<file path="config.mk">
export PLATFORM = sky130hd
export DESIGN_NAME = clz_seq_flat
export DESIGN_NICKNAME = d
export VERILOG_FILES = /design/src/rtl/clz_seq_pkg.sv /design/src/rtl/clz_seq_if.sv /design/src/rtl/clz_seq_clz.sv /design/src/rtl/clz_seq.sv /design/src/flat_wrapper.sv
export SDC_FILE = /design/constraint.sdc
export NUM_CORES = 1
export LEC_CHECK = 0
export BUFFER_PORTS_ARGS = -buffer_cell sky130_fd_sc_hd__buf_2
export CAP_MARGIN = 5
export CELL_PAD_IN_SITES_DETAIL_PLACEMENT = 2
export CELL_PAD_IN_SITES_GLOBAL_PLACEMENT = 2
export CORE_ASPECT_RATIO = 0.9
export CORE_MARGIN = 2
export CORE_UTILIZATION = 34
export CTS_CLUSTER_DIAMETER = 150
export CTS_CLUSTER_SIZE = 40
export DETAILED_ROUTE_END_ITERATION = 7
export MAX_ROUTING_LAYER = met4
export PLACE_DENSITY_LB_ADDON = 0.08
export RECOVER_POWER = 25
export SYNTH_ARGS = -nofsm -noshare
export SYNTH_HDL_FRONTEND = slang
export SYNTH_SLANG_ARGS = --single-unit
export TNS_END_PERCENT = 100
</file>
<file path="constraint.sdc">
create_clock -name clk -period 2.35 [get_ports clk]
set_input_delay 0.3525 -clock clk [delete_from_list [all_inputs] [get_ports clk]]
set_output_delay 0.3525 -clock clk [all_outputs]
set_load 0.02 [all_outputs]
</file>
<file path="src/rtl/clz_seq_pkg.sv">
// Shared types and helpers for the multi-cycle leading-zero counter.
package clz_seq_pkg;

  // Controller states; encodings are fixed so they can be probed from outside.
  typedef enum logic [1:0] {
    IDLE = 2'd0,
    SCAN = 2'd1,
    DONE = 2'd2
  } state_t;

  // Ceiling log2, usable in parameter and port-width expressions.
  function automatic int clog2(input int value);
    int r;
    r = 0;
    for (int i = 0; i < 32; i++) begin
      if ((1 << r) < value) r = r + 1;
    end
    return r;
  endfunction

endpackage

</file>
<file path="src/rtl/clz_seq_if.sv">
// Input/output handshake bundle of clz_seq. Bit 0 of the data words is the MSB.
interface clz_seq_if import clz_seq_pkg::*; #(
  parameter int WIDTH = 32
) ();

  localparam int CNT_W = clog2(WIDTH) + 1;

  logic             in_valid;
  logic             in_ready;
  logic [0:WIDTH-1] in_data;
  logic             out_valid;
  logic             out_ready;
  logic [CNT_W-1:0] out_count;
  logic             out_zero;
  logic [0:WIDTH-1] out_norm;
  logic             busy;

  // Producer/consumer side driving words in and taking results out.
  modport master (
    output in_valid, in_data, out_ready,
    input  in_ready, out_valid, out_count, out_zero, out_norm, busy
  );

  // The counter itself.
  modport slave (
    input  in_valid, in_data, out_ready,
    output in_ready, out_valid, out_count, out_zero, out_norm, busy
  );

endinterface

</file>
<file path="src/rtl/clz_seq_clz.sv">
// Combinational leading-zero detector for one slice. Bit 0 is the MSB;
// pout is the index of the first set bit and is only meaningful when vout=1.
module clz_seq_clz import clz_seq_pkg::*; #(
  parameter int BITS_IN = 8
) (
  input  logic [0:BITS_IN-1]          din,
  output logic                        vout,
  output logic [clog2(BITS_IN)-1:0]   pout
);

  localparam int POS_W = clog2(BITS_IN);

  // Priority encode from the LSB side upward so the lowest index (MSB) wins.
  always_comb begin
    vout = |din;
    pout = '0;
    for (int i = BITS_IN - 1; i >= 0; i--) begin
      if (din[i]) pout = POS_W'(i);
    end
  end

endmodule

</file>
<file path="src/rtl/clz_seq.sv">
// Multi-cycle leading-zero counter and normaliser: scans one CHUNK-bit slice
// per cycle, MSB slice first, through a single shared slice-wide detector.
//
//   state | meaning
//   IDLE  | waiting for an input word, in_ready=1
//   SCAN  | examining slice idx at the top of the shift register
//   DONE  | result registered, out_valid=1 until out_ready
module clz_seq import clz_seq_pkg::*; #(
  parameter int WIDTH = 32,
  parameter int CHUNK = 8
) (
  input  logic      clk,
  input  logic      rst,
  clz_seq_if.slave  bus
);

  localparam int NCHUNK = WIDTH / CHUNK;
  localparam int CNT_W  = clog2(WIDTH) + 1;
  localparam int IDX_W  = (NCHUNK > 1) ? clog2(NCHUNK) : 1;
  localparam int POS_W  = clog2(CHUNK);

  state_t             state;
  state_t             state_nxt;
  logic [0:WIDTH-1]   sr;
  logic [IDX_W-1:0]   idx;
  logic [CNT_W-1:0]   count_q;
  logic               zero_q;
  logic [0:WIDTH-1]   norm_q;
  logic               hit;
  logic [POS_W-1:0]   pos;
  logic               last;
  logic               in_ready;
  logic               out_valid;
  logic               busy;

  assign last = (idx == IDX_W'(NCHUNK - 1));

  clz_seq_clz #(
    .BITS_IN (CHUNK)
  ) u_clz (
    .din  (sr[0:CHUNK-1]),
    .vout (hit),
    .pout (pos)
  );

  // State register; reset drops any word in flight.
  always_ff @(posedge clk) begin
    if (rst) state <= IDLE;
    else     state <= state_nxt;
  end

  // Next-state decision from the handshakes and the slice detector.
  always_comb begin
    state_nxt = state;
    case (state)
      IDLE:    if (bus.in_valid)   state_nxt = SCAN;
      SCAN:    if (hit || last)    state_nxt = DONE;
      DONE:    if (bus.out_ready)  state_nxt = IDLE;
      default:                     state_nxt = IDLE;
    endcase
  end

  // Handshake outputs depend on the registered state only.
  always_comb begin
    in_ready  = (state == IDLE);
    out_valid = (state == DONE);
    busy      = (state != IDLE);
  end

  // Datapath: capture, slice-by-slice shift, and result registers. Since the
  // register has already moved up by idx*CHUNK, the normalising shift only
  // needs to span 0..CHUNK-1, and idx*CHUNK+pos is just {idx, pos}.
  always_ff @(posedge clk) begin
    if (rst) begin
      sr      <= '0;
      idx     <= '0;
      count_q <= '0;
      zero_q  <= 1'b0;
      norm_q  <= '0;
    end else begin
      case (state)
        IDLE: begin
          if (bus.in_valid) begin
            sr  <= bus.in_data;
            idx <= '0;
          end
        end
        SCAN: begin
          if (hit) begin
            count_q <= CNT_W'({idx, pos});
            norm_q  <= sr << pos;
            zero_q  <= 1'b0;
          end else if (last) begin
            count_q <= CNT_W'(WIDTH);
            norm_q  <= '0;
            zero_q  <= 1'b1;
          end else begin
            sr  <= sr << CHUNK;
            idx <= idx + IDX_W'(1);
          end
        end
        default: ;
      endcase
    end
  end

  assign bus.in_ready  = in_ready;
  assign bus.out_valid = out_valid;
  assign bus.busy      = busy;
  assign bus.out_count = count_q;
  assign bus.out_zero  = zero_q;
  assign bus.out_norm  = norm_q;

endmodule

</file>
<file path="src/flat_wrapper.sv">
// flat-port wrapper written by rule: the top's interface ports become plain ports
module clz_seq_flat import clz_seq_pkg::*;
#(
  parameter int WIDTH = 32,
  parameter int CHUNK = 8
)
  (clk, rst, bus_in_valid, bus_in_data, bus_out_ready, bus_in_ready, bus_out_valid, bus_out_count, bus_out_zero, bus_out_norm, bus_busy);
  clz_seq_if #(.WIDTH(WIDTH)) bus_i ();
  input  logic clk;
  input  logic rst;
  input wire logic [$bits(bus_i.in_valid)-1:0] bus_in_valid;
  input wire logic [$bits(bus_i.in_data)-1:0] bus_in_data;
  input wire logic [$bits(bus_i.out_ready)-1:0] bus_out_ready;
  output wire logic [$bits(bus_i.in_ready)-1:0] bus_in_ready;
  output wire logic [$bits(bus_i.out_valid)-1:0] bus_out_valid;
  output wire logic [$bits(bus_i.out_count)-1:0] bus_out_count;
  output wire logic [$bits(bus_i.out_zero)-1:0] bus_out_zero;
  output wire logic [$bits(bus_i.out_norm)-1:0] bus_out_norm;
  output wire logic [$bits(bus_i.busy)-1:0] bus_busy;
  assign bus_i.in_valid = bus_in_valid;
  assign bus_i.in_data = bus_in_data;
  assign bus_i.out_ready = bus_out_ready;
  assign bus_in_ready = bus_i.in_ready;
  assign bus_out_valid = bus_i.out_valid;
  assign bus_out_count = bus_i.out_count;
  assign bus_out_zero = bus_i.out_zero;
  assign bus_out_norm = bus_i.out_norm;
  assign bus_busy = bus_i.busy;
  clz_seq #(.WIDTH(WIDTH), .CHUNK(CHUNK)) u_core (.clk(clk), .rst(rst), .bus(bus_i));
endmodule
</file>
* Word level (Yosys, flattened, before mapping)
Index checks and enable logic that the tools add are counted.
** Operators by class
- Add/sub/neg operators :: 1
- Equality and inequality tests :: 8
- Shift-type cells :: 1
- Mux-type cells :: 26
- Reduce and logical (&&, ||, !) cells :: 9
** Operators with widths (count)
- 32-bit two-way mux :: 5
- 32-bit one-hot mux with 2 select lines :: 1
- 32-bit by 3-bit left shift with 32-bit output :: 1
- 3-bit two-way mux :: 8
- 2-bit two-way mux :: 6
- 6-bit two-way mux :: 2
- 2-bit inequality test (second input constant) :: 4
- 8-bit OR reduction :: 1
- 2-bit one-hot mux with 3 select lines :: 1
- 2-bit nonzero test :: 3
- 2-bit == test (second input constant) :: 2
- 2-bit one-hot mux with 2 select lines :: 1
- 4-bit AND reduction :: 1
- 3-bit AND reduction :: 1
- 2-bit by 1-bit adder with 2-bit output (second input constant) :: 1
- 2-bit by 1-bit == test with 1-bit output (second input constant) :: 1
- 2-bit zero test :: 1
- 1-bit two-way mux :: 2
- 2-bit by 1-bit inequality test with 1-bit output (second input constant) :: 1
- 2-bit AND reduction :: 1
- 1-bit logical OR :: 1
** Storage, ports and cells
- Bits in registers :: 75
- Output and inout port bits :: 42
- Logic and storage cells :: 51

* Logic depth before layout (Yosys ltp)
- Word-level depth :: 10
- Gate-level depth with buffers :: 9

* Hierarchy
A second synthesis with hierarchy kept.
** Unflattened totals
- Cell total of the unflattened synthesis :: 393
- Area, all modules :: 3756.1 um^2
** Modules (own cells, without submodules)
- clz_seq :: times used 1, cells an instance 380, area an instance 3674.8 um^2, seq. area each 1481.4 um^2
- clz_seq_clz :: times used 1, cells an instance 13, area an instance 81.3 um^2, seq. area each 0.0 um^2

* Worst setup path before layout
Ideal clock, no wire load.
- Path type :: reg-to-reg
- From :: register u_core.sr[3] (netlist name)
- To :: register u_core.norm_q (netlist bit u_core.bus.out_norm[7])
- Library setup time :: 0.122 ns
- Data arrival time :: 1.858 ns
- Data required time :: 2.228 ns
- Setup slack :: 0.371 ns
- Stages on the path, launching flop included :: 9
- Buffers on the path :: 2
- Cell sequence :: dfxtp_1 > buf_2 > nor2_2 > o31a_1 > nand2b_1 > buf_6 > mux2i_1 > mux2i_1 > a221o_1
** Between the ends
- Cells in the longest elaborated chain, start to end :: 6
- Elaborated cells on any way between the ends :: 9
** RTL lines
- from (decl) :: RTL line clz_seq.sv:24 : logic [0:WIDTH-1] sr;
- from (signal assigned) :: RTL line clz_seq.sv:84 : sr <= bus.in_data;
- from (signal assigned) :: RTL line clz_seq.sv:98 : sr <= sr << CHUNK;
- 3-bit two-way mux (4 in series) :: RTL line clz_seq_clz.sv:18 : if (din[i]) pout = POS_W'(i);
- 32-bit by 3-bit left shift with 32-bit output :: RTL line clz_seq.sv:91 : norm_q <= sr << pos;
- 32-bit two-way mux :: RTL line clz_seq.sv:89 : if (hit) begin
- to (signal assigned) :: RTL line clz_seq.sv:91
- to (decl) :: RTL line clz_seq.sv:28 : logic [0:WIDTH-1] norm_q;
Several ways; a longest one is shown, not always the timed one.
A chain may end at the register's enable or synchronous reset.

* Worst setup path after layout
- From :: register u_core.sr[3] (netlist name)
- To :: register u_core.norm_q (netlist bit u_core.bus.out_norm[18])
The elaborated chain is that of the path after synthesis.

==> results by group <==
Outcome
  • Status: completed

Critical path
  • Crit-path cells: or4_4 -> buf_4 -> and2_1 -> nand2_2 -> o22ai_1 -> a221o_1
  • Max FO, Critical Path: 11
  • Setup CP Type: reg2reg
  • Family with the most delay on the worst path: simple AND/OR/NAND/NOR gates
  • Crit path launch type: flip-flop
  • Worst EP required: between 2 and 3 ns
  • Worst setup EP type: flip-flop
  • Slowest cell on the critical path: or4_4
  • Critical Path AT: approximately 2.5 ns
  • CP max stage delay: 0.64 ns
  • WP buf/inv: 1

Placed design
  • DP HPWL: 11300 um
  • Routability cong.: 0.900
  • Placed Cells: 704
  • Number of port buffers: 77
  • Placed cell area: 0.00485 mm^2

Detailed routing
  • # DRC: 0
  • TritonRoute pass-1 iters: 4
  • Via count: 4071
  • Drt total wl: about 15000 um
  • DR iter-0 viols: 198
  • WL/cell: approximately 21 um
  • DRT antenna net count: 0
  • Post-DR vias/cell: around 5.6

STA
  • Final Max Tran Viols: 0
  • Final setup fails: 0
  • Setup TNS: 0 ns
  • Max Fclk: about 440 MHz
  • Period utilisation layout: 97.0%
  • Final setup skew: roughly 0.0087 ns
  • Final period demand of the worst path: approximately 2.3 ns
  • Worst Tran Pin Value: about 0.52 ns
  • Fin. Hold Viols: 0
  • Worst rel slew slack: roughly 65%

Die
  • Die Span Y: 110 um
  • Core Rows: 38
  • Die ar.: about 0.013 mm^2
  • Num ports: 78
  • Initial Utilization: 35.0%
  • Die Span X: around 120 um
  • Core area: 0.0121 mm^2

CTS
  • CTS Buf Count: 9
  • Clock Tree Buf Depth: 2
  • Reg clk slew, reported paths: around 0.06 ns
  • CTS sink count: 74
  • CTS root buffer: clkbuf_16
  • CTS tree: done
  • Hold buffer count at cts: 0
  • H-tree levels: 3
  • Worst skew pair latency: 0.36 ns

Cells and area
  • Share of layout cells above drive strength 1: between 20% and 30%
  • Cell area after layout: 0.00521 mm^2
  • Non-Filler Instances: roughly 720
  • N_diodes: 0
  • Layout area overhead: 23.3%
  • Nets@finish: 595

Global routing
  • First-pass GRT wire length: 23400 um
  • Initial antenna violation count: 0
  • Remaining Overflow, GRT: 0
  • Largest net degree at the start of global routing: 32
  • Tot GR Track Use: a little under a quarter
  • Number of global-route vias before repair: between 4000 and 5000

Synth
  • FFs w/ async S/R, synth: 0%
  • Post-synth net total: slightly above 500
  • Avg Cell Area, Syn: 8.85 um^2
  • Syn Inst Count: around 480
  • Synthesized area: approximately 0.0042 mm^2
  • Sequential element share of the synthesized area: 35.0%
  • Yosys warns: 0
  • EDFF count, synth: 0
  • FF+latch count, synth: 74
  • Synth Flop Type: dfxtp_1
  • Synth unique cells: 53

Power
  • VDD IR max: 0.446 mV
  • Leakage power: just over 2 nW
  • Pwr per Cell Area: 904 mW/mm^2

Flow run
  • Maxcap violations: 0

Hold path
  • Worst hold path type: in2reg
-- layout make-up --
cell class / count / area [um^2]
fillers: 1360 / 6860
multi-input cells: 357 / 2500
flip-flops and latches: 74 / 1480
repair buffers: 110 / 673
clock buffers: 11 / 253
well taps: 160 / 200
clock inverters: 5 / 85.1
inverters: 6 / 22.5
-- repair_timing --
| action | CTS | global route |
|---|---|---|
| pin swaps | 0 | 1 |
| gates resized for setup | 1 | 10 |
| setup endpoints to repair | 3 | 17 |
| setup buffers | 0 | 3 |
-- worst register-to-register path, cell delays in order (launching register included) --
cell and delay, ns:
dfxtp_1 0.42, or4_4 0.64, buf_4 0.17, and2_1 0.28, nand2_2 0.26, o22ai_1 0.13
a221o_1 0.28
-- state kept, by name, indices dropped and copies added (netlist names) --
| register | cells |
|---|---|
| u_core.bus.out_norm | 32 |
| u_core.idx | 2 |
| u_core.sr | 32 |
| u_core.state | 2 |
| u_core.bus.out_count | 6 |
-- logic make-up after synthesis --
family | share of synthesized area [%]
AND/OR/NAND/NOR | 19.5
AO/OA/AOI/OAI | 26.2
flip-flops | 35.0
buffers and inverters | 6.89
multiplexers | 12.1
adder cells (fa/ha/maj) | 0.296
-- final timing paths --
path / start / endpoint / slack [ns] / cells after the start
hold reg to reg: u_core.bus.out_norm[6] / u_core.bus.out_norm[6] / 0.46 / 2
setup reg to reg: u_core.sr[3] / u_core.bus.out_norm[18] / 0.07 / 6
setup / recovery: u_core.sr[3] / u_core.bus.out_norm[18] / 0.07 / 6
hold / removal: bus_in_data[7] / u_core.sr[24] / 0.24 / 3
-- metal layers --
| layer | up-vias | part of all wire, % | GRT usage [%] |
|---|---|---|---|
| li1 | 1933 | - | - |
| met1 | 2029 | 49 | 31.9 |
| met2 | 92 | 45 | 37.0 |
| met3 | 17 | 3.6 | 4.41 |
| met4 | 0 | 1.6 | 7.72 |
| met5 | - | 0 | - |
-- synth_stat cells (4+ instances only) --
library cell | n | share of area (%)
o21ai_0 | 9 | 1.1
a22oi_1 | 6 | 1.1
buf_4 | 6 | 1.1
nor2_1 | 49 | 4.3
nor2b_1 | 6 | 0.89
mux2_2 | 4 | 1.1
a21oi_1 | 25 | 3.0
nor3_1 | 6 | 0.71
and2_1 | 5 | 0.74
buf_6 | 11 | 2.9
a311oi_2 | 24 | 8.5
mux2i_1 | 40 | 9.5
dfxtp_1 | 74 | 35
nand2_1 | 81 | 7.2
buf_2 | 8 | 0.95
o22ai_1 | 14 | 2.1
a221o_1 | 17 | 4.0
nand3_1 | 14 | 1.7
clkbuf_1 | 14 | 1.2
inv_1 | 6 | 0.53
-- cells in the final DEF, fill, tap and decap left out, types with 14 or more instances in the layout --
master,instances
nand2_1,81
dfxtp_1,72
nor2_1,49
buf_2,49
mux2i_1,34
clkbuf_1,28
buf_4,27
a21oi_1,25
a311oi_2,24
a221o_1,17
nand3_1,14
o22ai_1,14
-- power by group --
| group | internal, mW | switching, mW | leakage [nW] |
|---|---|---|---|
| Combinational | 0.672 | 0.915 | 1.30 |
| Sequential | 1.37 | 0.172 | 0.605 |
| Clock | 0.993 | 0.595 | 0.162 |
-- per-stage QoR --
| stage | util [%] | setup WS (ns) | total power, mW | hold slack [ns] |
|---|---|---|---|---|
| 2_1_floorplan | - | 0.371 | 2.59 | 0.464 |
| 3_3_place_gp | 40.2 | -0.0939 | 3.06 | 0.450 |
| 3_5_place_dp | 40.2 | -0.104 | 3.10 | 0.448 |
| 4_1_cts | 43.0 | 0.00374 | 4.70 | 0.227 |
| 5_1_grt | 43.2 | -0.00728 | 4.94 | 0.236 |
| 6_report | 43.2 | 0.0698 | 4.71 | 0.235 |
(Power assumes the default switching activity.)
